**src/rtl/sdram_ex_test_ctrl_if.sv**
```systemverilog
// Avalon-MM command/response bundle between the SDRAM test controller and memory.
interface sdram_ex_test_ctrl_if #(
   parameter int unsigned ADDR_W = 8
);
   logic [ADDR_W-1:0] avm_address;
   logic              avm_write;
   logic              avm_read;
   logic [7:0]        avm_writedata;
   logic [7:0]        avm_readdata;
   logic              avm_waitrequest;
   logic              avm_readdatavalid;

   modport master (
      output avm_address, avm_write, avm_read, avm_writedata,
      input  avm_readdata, avm_waitrequest, avm_readdatavalid
   );

   modport slave (
      input  avm_address, avm_write, avm_read, avm_writedata,
      output avm_readdata, avm_waitrequest, avm_readdatavalid
   );
endinterface

```
**src/rtl/sdram_ex_test_ctrl.sv**
```systemverilog
// Memory test sequencer: fills 2^ADDR_W words with an lfsr8 pattern, then reads
// them back with up to MAX_OUTST reads in flight and counts mismatches.
module sdram_ex_test_ctrl #(
   parameter int unsigned ADDR_W    = 8,
   parameter logic [31:0] SEED      = 32'd32,
   parameter int unsigned MAX_OUTST = 4
) (
   input  logic                 clk,
   input  logic                 reset,
   input  logic                 start,
   output logic                 lfsr_enable,
   output logic                 lfsr_pause,
   output logic                 lfsr_load,
   output logic [7:0]           lfsr_ldata,
   input  logic [7:0]           lfsr_data,
   sdram_ex_test_ctrl_if.master avm,
   output logic                 busy,
   output logic                 done,
   output logic                 pass,
   output logic [15:0]          fail_count
);

   typedef enum logic [2:0] {
      S_IDLE, S_WRITE, S_RELOAD, S_READ, S_DRAIN, S_DONE
   } state_t;

   localparam logic [ADDR_W-1:0] LAST_ADDR = '1;
   localparam logic [2:0]        MAX_O     = 3'(MAX_OUTST);

   state_t            state_q, state_d;
   logic [ADDR_W-1:0] cnt_q, cnt_d;
   logic [2:0]        outst_q, outst_d;
   logic [15:0]       fail_q, fail_d;
   logic              issue;
   logic              rd_phase;

   always_ff @(posedge clk) begin
      if (reset) begin
         state_q <= S_IDLE;
         cnt_q   <= '0;
         outst_q <= '0;
         fail_q  <= '0;
      end else begin
         state_q <= state_d;
         cnt_q   <= cnt_d;
         outst_q <= outst_d;
         fail_q  <= fail_d;
      end
   end

   always_comb begin
      state_d           = state_q;
      cnt_d             = cnt_q;
      outst_d           = outst_q;
      fail_d            = fail_q;
      issue             = 1'b0;
      lfsr_enable       = 1'b0;
      lfsr_pause        = 1'b0;
      lfsr_load         = 1'b0;
      avm.avm_write     = 1'b0;
      avm.avm_read      = 1'b0;
      avm.avm_address   = cnt_q;
      avm.avm_writedata = lfsr_data;
      rd_phase          = (state_q == S_READ) || (state_q == S_DRAIN);

      case (state_q)
         S_IDLE, S_DONE: begin
            if (start) begin
               state_d = S_WRITE;
               cnt_d   = '0;
               outst_d = '0;
               fail_d  = '0;
            end
         end
         S_WRITE: begin
            lfsr_enable   = 1'b1;
            lfsr_pause    = avm.avm_waitrequest;
            avm.avm_write = 1'b1;
            if (!avm.avm_waitrequest) begin
               cnt_d = cnt_q + ADDR_W'(1);
               if (cnt_q == LAST_ADDR) state_d = S_RELOAD;
            end
         end
         S_RELOAD: begin
            lfsr_enable = 1'b1;
            lfsr_load   = 1'b1;
            state_d     = S_READ;
         end
         S_READ: begin
            lfsr_enable  = 1'b1;
            lfsr_pause   = !avm.avm_readdatavalid;
            avm.avm_read = (outst_q < MAX_O);
            issue        = avm.avm_read && !avm.avm_waitrequest;
            if (issue) begin
               cnt_d = cnt_q + ADDR_W'(1);
               if (cnt_q == LAST_ADDR) state_d = S_DRAIN;
            end
         end
         S_DRAIN: begin
            lfsr_enable = 1'b1;
            lfsr_pause  = !avm.avm_readdatavalid;
         end
         default: state_d = S_IDLE;
      endcase

      // Returns are only meaningful while reading; anything else is a stale response.
      if (rd_phase) begin
         if (issue && !avm.avm_readdatavalid)
            outst_d = outst_q + 3'd1;
         else if (!issue && avm.avm_readdatavalid && outst_q != '0)
            outst_d = outst_q - 3'd1;
         if (avm.avm_readdatavalid && (avm.avm_readdata != lfsr_data) && (fail_q != '1))
            fail_d = fail_q + 16'd1;
         if (state_q == S_DRAIN && outst_d == '0)
            state_d = S_DONE;
      end
   end

   assign lfsr_ldata = SEED[7:0];
   assign busy       = (state_q == S_WRITE) || (state_q == S_RELOAD) || rd_phase;
   assign done       = (state_q == S_DONE);
   assign pass       = done && (fail_q == '0);
   assign fail_count = fail_q;

endmodule

```
**src/flat_wrapper.sv**
```systemverilog
// flat-port wrapper written by rule: the top's interface ports become plain ports
module sdram_ex_test_ctrl_flat 
#(
   parameter int unsigned ADDR_W    = 8,
   parameter logic [31:0] SEED      = 32'd32,
   parameter int unsigned MAX_OUTST = 4
)
  (clk, reset, start, lfsr_enable, lfsr_pause, lfsr_load, lfsr_ldata, lfsr_data, busy, done, pass, fail_count, avm_avm_address, avm_avm_write, avm_avm_read, avm_avm_writedata, avm_avm_readdata, avm_avm_waitrequest, avm_avm_readdatavalid);
  sdram_ex_test_ctrl_if #(.ADDR_W(ADDR_W)) avm_i ();
  input  logic clk;
  input  logic reset;
  input  logic start;
  output logic lfsr_enable;
  output logic lfsr_pause;
  output logic lfsr_load;
  output logic [7:0] lfsr_ldata;
  input  logic [7:0] lfsr_data;
  output logic busy;
  output logic done;
  output logic pass;
  output logic [15:0] fail_count;
  output wire logic [$bits(avm_i.avm_address)-1:0] avm_avm_address;
  output wire logic [$bits(avm_i.avm_write)-1:0] avm_avm_write;
  output wire logic [$bits(avm_i.avm_read)-1:0] avm_avm_read;
  output wire logic [$bits(avm_i.avm_writedata)-1:0] avm_avm_writedata;
  input wire logic [$bits(avm_i.avm_readdata)-1:0] avm_avm_readdata;
  input wire logic [$bits(avm_i.avm_waitrequest)-1:0] avm_avm_waitrequest;
  input wire logic [$bits(avm_i.avm_readdatavalid)-1:0] avm_avm_readdatavalid;
  assign avm_avm_address = avm_i.avm_address;
  assign avm_avm_write = avm_i.avm_write;
  assign avm_avm_read = avm_i.avm_read;
  assign avm_avm_writedata = avm_i.avm_writedata;
  assign avm_i.avm_readdata = avm_avm_readdata;
  assign avm_i.avm_waitrequest = avm_avm_waitrequest;
  assign avm_i.avm_readdatavalid = avm_avm_readdatavalid;
  sdram_ex_test_ctrl #(.ADDR_W(ADDR_W), .SEED(SEED), .MAX_OUTST(MAX_OUTST)) u_core (.clk(clk), .reset(reset), .start(start), .lfsr_enable(lfsr_enable), .lfsr_pause(lfsr_pause), .lfsr_load(lfsr_load), .lfsr_ldata(lfsr_ldata), .lfsr_data(lfsr_data), .avm(avm_i), .busy(busy), .done(done), .pass(pass), .fail_count(fail_count));
endmodule
```
**config.mk**
```make
export PLATFORM = sky130hd
export DESIGN_NAME = sdram_ex_test_ctrl_flat
export DESIGN_NICKNAME = d
export VERILOG_FILES = /design/src/rtl/sdram_ex_test_ctrl_if.sv /design/src/rtl/sdram_ex_test_ctrl.sv /design/src/flat_wrapper.sv
export SDC_FILE = /design/constraint.sdc
export NUM_CORES = 1
export LEC_CHECK = 0
export BUFFER_PORTS_ARGS = -buffer_cell sky130_fd_sc_hd__buf_4
export CAP_MARGIN = 20
export CORE_UTILIZATION = 40
export CTS_CLUSTER_DIAMETER = 50
export DETAILED_ROUTE_END_ITERATION = 16
export SETUP_SLACK_MARGIN = 0.05
export SLEW_MARGIN = 0
export SYNTH_ARGS = -nofsm -noshare
export SYNTH_HDL_FRONTEND = slang
export SYNTH_SLANG_ARGS = --single-unit
```
**constraint.sdc**
```tcl
create_clock -name clk -period 2.3 [get_ports clk]
set_input_delay 0 -clock clk [delete_from_list [all_inputs] [get_ports clk]]
set_output_delay 0 -clock clk [all_outputs]
set_load 0.05 [all_outputs]
```
==> impl_metrics.toml <==
[drt]
via_per_inst = 5.56
route.detailed.drc = 0
vias = 2159
maxUsedRoutingLayer = "met4"
drt-initial-drc-count = 105
drt_wl_total_um = 5530
wl_per_cell_um = 14.3
wl_met2_um = 2750
dr.pass1.iters = 4
antenna_left = 0
wl_met1_um = 2380
routed-wl-met3_um = 347

[clock_network]
cts_resized = 0
insertion_delay_ns = 0.28
clkSinkCount = 30
cts_htree_levels = 2
clkTransAtPathRegs_ns = 0.07
cts_buffers = 5
postCtsSetupRepairBufs = 0
hold_buffers = 0
cts_root_buffer = "clkbuf_8"
cts_tree = "yes"
cts.path.max_buffers = 2

[timing]
hold_violations = 0
rsz0062_at_grt = "false"
slew_violations = 0
setup_tns_ns = 0
setup_viol = 0
slew_headroom_pct = 65.0
min_period_ns = 1.97
tightest_slew_ns = 0.518
finalClockSkew_ns = 0.00872
max_freq_mhz = 506
min_period_over_period_pct = 85.8

[logic_synthesis]
async_flop_share_pct = 0
synth_warnings = 0
seq_area_frac_synth_pct = 27.0
synth.distinct_cells = 67
synth_area_leader_cell = "dfxtp_1"
synthesis.instances = 265
synthTopCellsByArea = "dfxtp_1 (27%), buf_4 (6.7%), xnor2_1 (5.1%), nor2_1 (4.7%), ha_1 (3.4%)"
netlist_area_mm2 = 0.00222
synth_top_cell_area_share_pct = 27.0
synth_ff_type = "dfxtp_1"
synth_seq_cells = 30
synth-edff-count = 0
avgSynthCellArea_um2 = 8.39

[worst_setup_path]
startpoint_type = "flip-flop"
setup.reg_to_reg.worst_slack_ns = 0.33
worst_r2r_path_depth = 5
r2r_end = "u_core.fail_count[13]$_SDFF_PP0_"
required_ns = 2.53
cp_max_fo = 15
cp.arrival_ns = 2.20
end_kind = "flip-flop"
crit_type = "flip-flop to flip-flop"
r2r-start = "u_core.state_q[2]$_SDFF_PP0_"

[placement]
dp_hpwl_um = 3990
place_congestion = 0.784
port_buffers = 60
place_inst = 380

[finish]
stdcell_count = 388
multi_input_area_mm2 = 0.00140
nets = 344
drive_above_1_share_pct = 30.2
antenna_cells = 0
final_util_pct = 52.5
regArea_um2 = 601
area_growth_pct = 23.6
fillers = 494

[floorplan]
dieHeight_um = 76.6
initial_utilization_pct = 42.5
pin_count = 69
dieWidth_um = 76.6
core_area_mm2 = 0.00524
die_area_mm2 = 0.00586
rows = 26

[power_and_ir_drop]
finalPower_mw = 1.26
vdd_ir_drop_max_uv = 325
power_density_mw_per_mm2 = 457
power_leakage_nw = 1.12

[worst_hold_path]
worstHoldPathType = "input port to flip-flop"
hold_depth = 4
worstHoldStart = "start"
min_to = "u_core.state_q[2]$_SDFF_PP0_"

[grt]
grt_overflow_total = 0
grt_pass1_vias = 1933
grt_start_max_net_pins = 25
antenna_found_initial = 0
grt_use_total_pct = 19.0
grt_pass1_wl_um = 8990

[outcome]
outcome = "complete, no violations"

[run]
cap_viol_max_count = 0
-- cells in the final DEF, fill, tap and decap left out, types with 3 or more instances in the layout --
cell type,count
nand4_1,10
a2111oi_0,4
xor2_1,5
conb_1,8
nor2b_1,3
nand3_1,10
nor4_1,10
a22o_1,4
ha_1,6
a21oi_1,8
dfxtp_1,30
nand2b_1,3
inv_1,10
nand2_1,11
clkbuf_8,5
nand3b_1,3
nor2_1,28
xnor2_1,13
buf_4,68
a221o_1,7
a21o_1,5
o21ai_0,6
nor4b_1,4
-- sequential cells by signal (all words and copies together) (netlist names) --
register and cells:
u_core.avm.avm_address 8, u_core.fail_count 16, u_core.outst_q 3, u_core.state_q 3
-- power by group --
| group | switching [mW] | internal (mW) | total, mW |
|---|---|---|---|
| logic | 0.135 | 0.0649 | 0.200 |
| registers | 0.00479 | 0.522 | 0.527 |
| clock network | 0.210 | 0.319 | 0.529 |
-- layout make-up --
class                           instances  area share (%)
Sequential cell                        30            21.8
Inverter                               10            1.37
Timing Repair Buffer                   68            18.6
Multi-Input combinational cell        202            51.1
Tap cell                               70            3.19
Clock buffer                            5            2.50
Clock inverter                          3            1.46
-- metal layers --
layer,vias up,global-route usage (%)
met2,75,33.6
met3,6,4.79
met1,1013,22.6
met4,0,4.81
li1,1065,-
met5,-,0
-- Yosys cell counts (6+ instances only) --
master / number
buf_4: 20
nand4_1: 10
o21ai_0: 6
dfxtp_1: 30
nor4_1: 10
inv_1: 10
xnor2_1: 13
nand2_1: 11
nor2_1: 28
a221o_1: 7
a21oi_1: 8
ha_1: 6
nand3_1: 10
-- through the flow --
step	setup slack [ns]	hold slack, ns	instance area [um^2]
after floorplan	0.148	0.167	2250
after global routing	0.196	0.0941	2750
after CTS	0.321	0.0683	2750
after global placement	0.418	0.273	2640
after detailed placement	0.346	0.273	2640
final	0.325	0.0726	2750
-- logic make-up after synthesis --
kind of cell               after synthesis  synth area share (%)
and+or+nand+nor                        109                  28.8
AOI/OAI and AO/OA                       59                  21.5
buffers and inverters                   39                  10.9
DFF                                     30                  27.0
xor gates and xnor gates                18                  7.09
adders and majority gates                6                  3.37
other                                    2                 0.338
muxes                                    2                 0.956
-- worst max-delay path by stage --
| stage | cells after the start | from | end | slack, ns |
|---|---|---|---|---|
| floorplan | 7 | u_core.fail_count[0]$_SDFF_PP0_ | u_core.fail_count[11]$_SDFF_PP0_ | 0.15 |
| global placement | 5 | u_core.state_q[2]$_SDFF_PP0_ | u_core.fail_count[13]$_SDFF_PP0_ | 0.42 |
| detailed placement | 5 | u_core.state_q[2]$_SDFF_PP0_ | u_core.fail_count[13]$_SDFF_PP0_ | 0.35 |
| CTS | 5 | u_core.state_q[2]$_SDFF_PP0_ | u_core.fail_count[13]$_SDFF_PP0_ | 0.32 |
| global route | 5 | u_core.state_q[2]$_SDFF_PP0_ | u_core.fail_count[14]$_SDFF_PP0_ | 0.20 |
| finish | 5 | u_core.state_q[2]$_SDFF_PP0_ | u_core.fail_count[13]$_SDFF_PP0_ | 0.33 |
-- worst max-delay path, stage by stage, from the launching register on --
cell	delay, ns
dfxtp_1	0.54
xor2_1	0.27
or2_1	0.30
nand2b_2	0.17
a21oi_4	0.41
a221o_1	0.23
Power figures use the tool's default switching activity.
